### src/rtl/mem_access_unit_pkg.sv
// rtl/mem_access_unit_pkg.sv - shared controller types, opcode classes and defaults for the memory stage
package mem_access_unit_pkg;

    typedef enum logic [1:0] {
        ST_IDLE   = 2'd0,
        ST_ACCESS = 2'd1,
        ST_DONE   = 2'd2,
        ST_ERR    = 2'd3
    } state_e;

    localparam logic [2:0] LOAD_CLASS_HI3  = 3'b110;
    localparam logic [3:0] LOAD_CLASS_HI4  = 4'b1000;
    localparam logic [2:0] STORE_CLASS_HI3 = 3'b111;
    localparam logic [3:0] STORE_CLASS_HI4 = 4'b1001;

    localparam int TIMEOUT_DEFAULT = 16;

    function automatic logic is_load_op(input logic [6:0] opcode);
        return (opcode[6:4] == LOAD_CLASS_HI3) || (opcode[6:3] == LOAD_CLASS_HI4);
    endfunction

    function automatic logic is_store_op(input logic [6:0] opcode);
        return (opcode[6:4] == STORE_CLASS_HI3) || (opcode[6:3] == STORE_CLASS_HI4);
    endfunction

endpackage

### src/rtl/mem_access_unit_pipeline.sv
// rtl/mem_access_unit_pipeline.sv - memory-stage instruction register and opcode extraction
module memory_pipeline_unit (
    input  logic        clk,
    input  logic        rst_n,
    input  logic        load_en,
    input  logic [31:0] instr_in,
    output logic [31:0] instr_q,
    output logic [6:0]  opcode
);

    logic [31:0] instr_d;

    always_comb begin
        instr_d = instr_q;
        if (load_en) begin
            instr_d = instr_in;
        end
    end

    always_ff @(posedge clk or negedge rst_n) begin
        if (!rst_n) begin
            instr_q <= '0;
        end else begin
            instr_q <= instr_d;
        end
    end

    assign opcode = instr_q[6:0];

endmodule

### src/rtl/mem_access_unit.sv
// rtl/mem_access_unit.sv - memory stage controller: load/store handshake with timeout abort
module mem_access_unit
    import mem_access_unit_pkg::*;
#(
    parameter int TIMEOUT = TIMEOUT_DEFAULT
) (
    input  logic        clk,
    input  logic        rst_n,
    input  logic [31:0] instr_in,
    input  logic        valid_in,
    input  logic [31:0] addr_in,
    input  logic [31:0] str_data_in,
    input  logic [31:0] mem_rdata,
    input  logic        mem_ack,
    output logic        mem_req,
    output logic        mem_we,
    output logic [31:0] mem_addr,
    output logic [31:0] mem_wdata,
    output logic        stall,
    output logic [31:0] instr_out,
    output logic        valid_out,
    output logic [31:0] ldr_data_out,
    output logic        mem_err
);

    localparam int CW = $clog2(TIMEOUT + 1);

    state_e      state_q, state_d;
    logic [CW-1:0] cnt_q, cnt_d;
    logic        mem_req_q, mem_req_d;
    logic        mem_we_q, mem_we_d;
    logic [31:0] mem_addr_q, mem_addr_d;
    logic [31:0] mem_wdata_q, mem_wdata_d;
    logic        stall_q, stall_d;
    logic [31:0] instr_out_q, instr_out_d;
    logic        valid_out_q, valid_out_d;
    logic [31:0] ldr_q, ldr_d;
    logic        mem_err_q, mem_err_d;
    logic        accept;
    logic [31:0] cap_instr;
    logic [6:0]  cap_opcode;
    logic [6:0]  in_opcode;

    memory_pipeline_unit u_pipe (
        .clk      (clk),
        .rst_n    (rst_n),
        .load_en  (accept),
        .instr_in (instr_in),
        .instr_q  (cap_instr),
        .opcode   (cap_opcode)
    );

    assign in_opcode = instr_in[6:0];

    // Outputs are computed for the state being entered so they register alongside it.
    always_comb begin
        state_d     = state_q;
        cnt_d       = cnt_q;
        mem_req_d   = 1'b0;
        mem_we_d    = 1'b0;
        stall_d     = 1'b0;
        valid_out_d = 1'b0;
        mem_err_d   = 1'b0;
        mem_addr_d  = mem_addr_q;
        mem_wdata_d = mem_wdata_q;
        instr_out_d = instr_out_q;
        ldr_d       = ldr_q;
        accept      = 1'b0;
        case (state_q)
            ST_IDLE, ST_DONE: begin
                if (valid_in) begin
                    accept      = 1'b1;
                    mem_addr_d  = addr_in;
                    mem_wdata_d = str_data_in;
                    if (is_load_op(in_opcode) || is_store_op(in_opcode)) begin
                        state_d   = ST_ACCESS;
                        cnt_d     = '0;
                        mem_req_d = 1'b1;
                        stall_d   = 1'b1;
                        mem_we_d  = is_store_op(in_opcode);
                    end else begin
                        state_d     = ST_DONE;
                        valid_out_d = 1'b1;
                        instr_out_d = instr_in;
                    end
                end else begin
                    state_d = ST_IDLE;
                end
            end
            ST_ACCESS: begin
                // Ack takes priority over the timeout on the final allowed cycle.
                if (mem_ack) begin
                    state_d     = ST_DONE;
                    valid_out_d = 1'b1;
                    instr_out_d = cap_instr;
                    if (is_load_op(cap_opcode)) begin
                        ldr_d = mem_rdata;
                    end
                end else if (cnt_q == CW'(TIMEOUT - 1)) begin
                    state_d   = ST_ERR;
                    mem_err_d = 1'b1;
                    stall_d   = 1'b1;
                end else begin
                    cnt_d     = cnt_q + 1'b1;
                    mem_req_d = 1'b1;
                    stall_d   = 1'b1;
                    mem_we_d  = is_store_op(cap_opcode);
                end
            end
            default: begin
                state_d = ST_IDLE;
            end
        endcase
    end

    always_ff @(posedge clk or negedge rst_n) begin
        if (!rst_n) begin
            state_q     <= ST_IDLE;
            cnt_q       <= '0;
            mem_req_q   <= 1'b0;
            mem_we_q    <= 1'b0;
            mem_addr_q  <= '0;
            mem_wdata_q <= '0;
            stall_q     <= 1'b0;
            instr_out_q <= '0;
            valid_out_q <= 1'b0;
            ldr_q       <= '0;
            mem_err_q   <= 1'b0;
        end else begin
            state_q     <= state_d;
            cnt_q       <= cnt_d;
            mem_req_q   <= mem_req_d;
            mem_we_q    <= mem_we_d;
            mem_addr_q  <= mem_addr_d;
            mem_wdata_q <= mem_wdata_d;
            stall_q     <= stall_d;
            instr_out_q <= instr_out_d;
            valid_out_q <= valid_out_d;
            ldr_q       <= ldr_d;
            mem_err_q   <= mem_err_d;
        end
    end

    assign mem_req      = mem_req_q;
    assign mem_we       = mem_we_q;
    assign mem_addr     = mem_addr_q;
    assign mem_wdata    = mem_wdata_q;
    assign stall        = stall_q;
    assign instr_out    = instr_out_q;
    assign valid_out    = valid_out_q;
    assign ldr_data_out = ldr_q;
    assign mem_err      = mem_err_q;

endmodule

### config.mk
export PLATFORM = sky130hd
export DESIGN_NAME = mem_access_unit
export DESIGN_NICKNAME = d
export VERILOG_FILES = /design/src/rtl/mem_access_unit_pkg.sv /design/src/rtl/mem_access_unit_pipeline.sv /design/src/rtl/mem_access_unit.sv
export SDC_FILE = /design/constraint.sdc
export NUM_CORES = 1
export LEC_CHECK = 0
export BUFFER_PORTS_ARGS = -buffer_cell sky130_fd_sc_hd__buf_2
export CORE_MARGIN = 3
export CORE_UTILIZATION = 49
export DETAILED_ROUTE_END_ITERATION = 7
export PLACE_DENSITY = 0.86
export SLEW_MARGIN = 20
export SYNTH_ARGS = -nofsm -noshare
export SYNTH_HDL_FRONTEND = slang
export SYNTH_SLANG_ARGS = --single-unit
### constraint.sdc
create_clock -name clk -period 2.45 [get_ports clk]
set_input_delay 0 -clock clk [delete_from_list [all_inputs] [get_ports clk]]
set_output_delay 0 -clock clk [all_outputs]
set_load 0.02 [all_outputs]
==> results_dict.tcl, run 1 <==
set metrics [dict create \
    root_buffer "clkbuf_16" \
    setup-violations-final 0 \
    drt_iter0_drc 632 \
    ys_seq_area_frac 0.616 \
    cp_max_fo 6 \
    place_hpwl_um 12400 \
    synth_top_family_by_area "simple AND/OR/NAND/NOR gates" \
    r2r_end "cnt_q[4]" \
    most-common-layout-cells "289 x nand2_1, 263 x buf_2, 172 x dfrtp_1" \
    ys_types 29 \
    drcViolationCount 0 \
    leakagePower_nw 5.54 \
    slew_violations 0 \
    layout-drive-gt1-share 0.315 \
    yosys_most_used_dff "dfrtp_1" \
    wire_per_inst_um 18.4 \
    synth_compound_area_frac 0.0884 \
    skew_ns 0.00785 \
    max_freq_mhz 499 \
    die_h_um 125 \
    worstSetupStartpointType "flop" \
    crit_top_cell "ha_1" \
    hold_path_class "in2reg" \
    irDropWorstVdd_v 0.000527 \
    rows 42 \
    tns_ns 0 \
    slowest_delay_ns 0.41 \
    setup_slack_ns 0.448 \
    fin_crit_ns 2.00 \
    grt_pass1_vias 7355 \
    ys.warnings.count 0 \
    syn_area_per_cell_um2 9.90 \
    syn_nets 839 \
    muxShareOfSynthArea 0.0548 \
    nNetsFinal 1218 \
    syn_area_um2 6980 \
    nFillCells 768 \
    grt_max_degree 96 \
    required_ns 2.75 \
    power_density_nw_per_um2 864 \
    hold_violations 0 \
    rr_startpoint "cnt_q[0]" \
    wl_um 23500 \
    reg2reg_slack_ns 0.45 \
    cts_made_buffers 17 \
    dieArea_um2 15700 \
    reg2reg_depth 6 \
    initial_core_util 0.513 \
    pre_cts_ws_ns 0.449 \
    ys_ff_latch 172 \
    area_growth_pct 48.3 \
    hold_path_end "u_pipe.instr_q[6]" \
    grt_pass1_wl_um 38100 \
    post-route-period-util 0.817 \
    multi_input_area_um2 2350 \
    first_pass_iters 5 \
    die_w_um 125 \
    critical_path.slowest_cell "dfrtp_1" \
    gp_congestion 0.807 \
    slew_headroom 0.544 \
    cp_cell_sequence "ha_1 > and3_1 > ha_1 > nor4b_2 > a31o_2 > mux2_2" \
    num_vias 6995 \
    holdCritStartpoint "instr_in[6]" \
    tightestPinTransition_ns 0.684 \
    cts_tree "yes" \
    gr-usage-all-layers 0.302 \
    coreArea_um2 13600 \
    antenna_found_initial 2 \
    cts.reportedPaths.clkPinSlew_ns 0.06 \
    max_cap_viol_count 0 \
    io_buffers 264 \
    hold_depth 3 \
    synth_edf_count 0 \
    cts.sinks 172 \
    status "finished clean" \
    synth-simple-area-share 0.188 \
    post_cts_resized 0 \
    clk_path_buf_depth 2 \
    rsz0062_at_grt "false" \
    overflow 0 \
    arrival_ns 2.30 \
    worstSetupEndpointType "flop" \
    final_common_cell "nand2_1" \
    regArea_um2 4300 \
    synth_fa_ha_area_frac 0.00358 \
    worstSetupPathType "reg2reg" \
    ant_nets 0 \
    synth_xor_area_frac 0 \
    via_per_inst 5.49 \
    async_flop_share 1.00 \
    h-tree-depth 4 \
    io_pins 265 \
    clk_latency_ns 0.42 \
    syn_inst 705 \
]
## cells in the mapped netlist, drive strengths merged, types with 3 or more instances
cell	number	area, um2
nand2b	3	18.8
o22ai	4	25.0
a21oi	5	25.0
clkbuf	35	131
nor2	33	124
mux2	34	383
a211oi	30	225
a31oi	3	18.8
nor3b	3	22.5
inv	36	135
buf	12	71.3
dfrtp	172	4300
nand2	289	1080
a311oi	30	263
## logic make-up after synthesis
kind of cell             count (synthesis)
adder cells (fa/ha/maj)                  2
AO/OA/AOI/OAI                           80
multiplexers                            34
buffers and inverters                   83
AND/OR/NAND/NOR                        334
flip-flops                             172
## flip-flops by register name, indices dropped and copies added, names as in the netlist
signal,cells
instr_out,32
ldr_data_out,32
mem_addr,32
mem_wdata,32
u_pipe.instr_q,32
cnt_q,5
state_q,2
mem_err,1
mem_req,1
mem_we,1
stall,1
valid_out,1
## per-layer routing
layer | part of all wire | vias to the layer above | routed length (um) | track usage
li1 | - | 3062 | - | -
met1 | 0.37 | 3366 | 8660 | 0.365
met2 | 0.50 | 487 | 11700 | 0.515
met3 | 0.094 | 80 | 2210 | 0.0742
met4 | 0.038 | 0 | 902 | 0.132
met5 | 0 | - | 0 | 0
## worst max-delay path: cells and delay by family, from the launching register on
kind | cells | cell delay [ns]
fa+ha+maj | 2 | 0.42
compound gates | 1 | 0.23
simple gates | 2 | 0.47
mux | 1 | 0.35
flops | 1 | 0.41
## timing repair
item                      in CTS  in global routing
hold endpoints to repair     229                  0
hold buffers                 129                  0
setup buffers                  0                  0
## metrics by stage
| stage | area (um2) | util | hold WS [ns] | total power (W) | cells |
|---|---|---|---|---|---|
| 2_1_floorplan | 6980 | - | -0.296 | 0.00513 | 705 |
| 3_3_place_gp | 8480 | 0.623 | 0.0577 | 0.00600 | 1112 |
| 3_5_place_dp | 8480 | 0.623 | 0.0603 | 0.00609 | 1112 |
| 4_1_cts | 10300 | 0.760 | 0.0395 | 0.00886 | 1272 |
| 5_1_grt | 10400 | 0.761 | 0.110 | 0.00935 | 1274 |
| 6_report | 10400 | 0.761 | 0.0606 | 0.00895 | 1274 |
## area by class of cell
class,instances,area share
repair buffers,407,0.267
flip-flops and latches,172,0.416
well taps,176,0.0213
clock inverters,8,0.00822
multi-input cells,450,0.227
inverters,36,0.0131
diodes,2,0.000483
clock buffers,23,0.0471
## how the worst max path moves through the flow
stage,from,end,slack (ns),cells after the start
after global routing,cnt_q[0],cnt_q[1],0.31,6
final,cnt_q[0],cnt_q[4],0.45,6
after floorplan,cnt_q[0],cnt_q[1],0.38,6
after detailed placement,cnt_q[0],cnt_q[4],0.45,6
after CTS,cnt_q[0],cnt_q[4],0.44,6
after global placement,cnt_q[0],cnt_q[1],0.50,6
## power by group
group	internal, W	switching (W)	total [W]
registers	0.00344	0.000376	0.00382
logic	0.000956	0.00156	0.00252
clock network	0.00151	0.00110	0.00261
total	0.00591	0.00304	0.00895
Note: power is estimated with default switching activity, not from simulation.
==> run 2: changes to the inputs <==
--- a/config.mk
+++ b/config.mk
@@ -5,11 +5,12 @@
 export SDC_FILE = /design/constraint.sdc
 export NUM_CORES = 1
 export LEC_CHECK = 0
+export ABC_AREA = 1
 export BUFFER_PORTS_ARGS = -buffer_cell sky130_fd_sc_hd__buf_2
 export CORE_MARGIN = 3
 export CORE_UTILIZATION = 49
 export DETAILED_ROUTE_END_ITERATION = 7
-export PLACE_DENSITY = 0.86
+export PLACE_DENSITY = 0.85
 export SLEW_MARGIN = 20
 export SYNTH_ARGS = -nofsm -noshare
 export SYNTH_HDL_FRONTEND = slang
==> constraint.sdc (replaced) <==
create_clock -name clk -period 1.9 [get_ports clk]
set_input_delay 0 -clock clk [delete_from_list [all_inputs] [get_ports clk]]
set_output_delay 0 -clock clk [all_outputs]
set_load 0.02 [all_outputs]
==> results_dict.tcl, run 2 <==
set metrics [dict create \
    grt_pass1_vias 7362 \
    met3RoutedLength_um 1740 \
    antenna_found_initial 1 \
    post-route-period-util 0.873 \
    wire_per_inst_um 16.2 \
    layout-drive-gt1-share 0.263 \
    max_freq_mhz 603 \
    power_density_nw_per_um2 1180 \
    final_common_cell "nand2_1" \
    ys.warnings.count 0 \
    crit_top_cell "nand2_1" \
    coreArea_um2 14000 \
    cts.reportedPaths.clkPinSlew_ns 0.06 \
    worstSetupEndpointType "flop" \
    worstSetupPathType "reg2reg" \
    slew_violations 0 \
    ys_seq_area_frac 0.603 \
    syn_area_um2 7140 \
    root_buffer "clkbuf_16" \
    clkPwrFrac 0.268 \
    yosysTopAreaCellShare 0.603 \
    tns_ns 0 \
    highest_layer "met4" \
    tightestPinTransition_ns 0.460 \
    initial_core_util 0.509 \
    slew_headroom 0.693 \
    gr-usage-all-layers 0.286 \
    cp_cell_sequence "ha_1 > nand2_1 > nor2_1 > ha_1 > inv_1 > nand3_1 > nand2_2 > nand2_1 > nand2_1" \
    slowest_delay_ns 0.41 \
    wl_um 22800 \
    clk_path_buf_depth 2 \
    crit_family "simple AND/OR/NAND/NOR gates" \
    setup_slack_ns 0.242 \
    hold_violations 0 \
    fin_crit_ns 1.66 \
    hold_path_class "in2reg" \
    worst-path-buf-inv 1 \
    wl_met1_um 8780 \
    num_vias 7249 \
    place_hpwl_um 12900 \
    gp_congestion 0.823 \
    irDropWorstVdd_v 0.000838 \
    syn_nets 967 \
    grt_max_degree 60 \
    synth_edf_count 0 \
    skew_ns 0.00719 \
    ys_ff_latch 172 \
    clk_latency_ns 0.41 \
    drcViolationCount 0 \
    yosys_most_used_dff "dfrtp_1" \
    ys_types 20 \
    io_buffers 264 \
    most-common-layout-cells "409 x nand2_1, 263 x buf_2, 172 x dfrtp_1" \
    h-tree-depth 4 \
    p_switching_w 0.00455 \
    overflow 0 \
    rsz0062_at_grt "false" \
    status "finished clean" \
    first_pass_iters 5 \
    seq_power_share 0.418 \
    pre_cts_ws_ns 0.253 \
    cts_setup_buffers 0 \
    cts.sinks 172 \
    required_ns 2.25 \
    syn_inst 833 \
    rows 43 \
    met2_length_um 11500 \
    grt_pass1_wl_um 37100 \
    synth_commonest_cells "409 x nand2_1, 172 x dfrtp_1, 73 x nand3_1, 57 x o21ai_0, 41 x inv_1" \
    cts_made_buffers 17 \
    critical_path.slowest_cell "dfrtp_1" \
    nFillCells 907 \
    via_per_inst 5.14 \
    die_h_um 127 \
    cp_max_fo 8 \
    nNetsFinal 1350 \
    cts_tree "yes" \
    comb_power_share 0.314 \
    ant_nets 0 \
    worstSetupStartpointType "flop" \
    internal_power_w 0.00774 \
    setup-violations-final 0 \
    synth_most_common_cell "nand2_1" \
    p_sw_frac 0.370 \
    io_pins 265 \
    die_w_um 127 \
    dieArea_um2 16100 \
    synth_top_area_cell "dfrtp_1" \
    async_flop_share 1.00 \
    leakagePower_nw 5.84 \
    max_cap_viol_count 0 \
    arrival_ns 2.01 \
    syn_area_per_cell_um2 8.57 \
    drt_iter0_drc 618 \
    synth_area_leaders "dfrtp_1 60%, nand2_1 21%, nand3_1 5.1%" \
    area_growth_pct 46.4 \
]
-- run 2: changes by cell type in the layout (fill, tap and decap cells not counted), moves of 5 or more --
cell / change
nand2_1: +120
nand3_1: +73
o21ai_0: +55
mux2_2: -32
a211oi_1: -30
a311oi_1: -30
nor2_1: -24
o21ai_1: +9
inv_1: +5
-- run 2: worst register-to-register path: stages (launching register included) --
cell,delay [ns]
dfrtp_1,0.41
ha_1,0.22
nand2_1,0.09
nor2_1,0.05
ha_1,0.17
inv_1,0.07
nand3_1,0.26
nand2_2,0.22
nand2_1,0.07
nand2_1,0.05
-- run 2: path summary, 6_finish.rpt --
path	slack, ns	end	cells after the start	from
worst max-delay path	0.24	cnt_q[3]	9	cnt_q[0]
worst min-delay path	0.03	mem_wdata[23]	4	valid_in
worst max register to register	0.24	cnt_q[3]	9	cnt_q[0]
worst min register to register	0.47	ldr_data_out[23]	2	ldr_data_out[23]
max in group asynchronous	1.14	mem_wdata[25]	3	rst_n
min in group asynchronous	0.08	mem_addr[14]	2	rst_n
-- run 2: cell type report --
class | instances | area (um2) | area share
tap | 180 | 225 | 0.0215
antenna | 1 | 2.50 | 0.000239
timing repair buffer | 409 | 2800 | 0.268
sequential | 172 | 4300 | 0.412
inverter | 45 | 169 | 0.0162
multi-input combinational | 571 | 2390 | 0.229
clock inverter | 13 | 115 | 0.0110
clock buffer | 19 | 443 | 0.0424
-- run 2: stage by stage --
step	cells	hold slack, ns	power (W)	instance area (um2)	utilization
2_1_floorplan	833	-0.296	0.00726	7140	-
3_3_place_gp	1247	-0.0529	0.00854	8590	0.612
3_5_place_dp	1247	-0.0537	0.00867	8590	0.612
4_1_cts	1409	0.0219	0.0122	10500	0.744
5_1_grt	1410	0.0497	0.0130	10500	0.744
6_report	1410	0.0328	0.0123	10500	0.744
-- run 2: power groups by stage --
| stage | sequential, W | combinational [W] | clock [W] |
|---|---|---|---|
| detailed placement | 0.00512 | 0.00356 | 0 |
| CTS | 0.00508 | 0.00378 | 0.00333 |
| floorplan | 0.00609 | 0.00117 | 0 |
| global placement | 0.00509 | 0.00345 | 0 |
| finish | 0.00514 | 0.00386 | 0.00329 |
| global route | 0.00522 | 0.00420 | 0.00354 |
-- run 2: cells by family after synthesis --
family / count (synthesis) / synth area share
simple gates: 499 / 0.281
fa+ha+maj: 2 / 0.00350
buf+inv: 90 / 0.0634
compound gates: 70 / 0.0498
flops: 172 / 0.603
-- run 2: timing repair --
item,in CTS,in global routing
hold endpoints to repair,336,0
resized for setup,0,0
hold buffers,130,0
-- run 2: per-layer routing --
metal	GRT usage	up-vias
li1	-	3356
met1	0.347	3429
met2	0.483	385
met3	0.0749	79
met4	0.124	0
met5	0	-
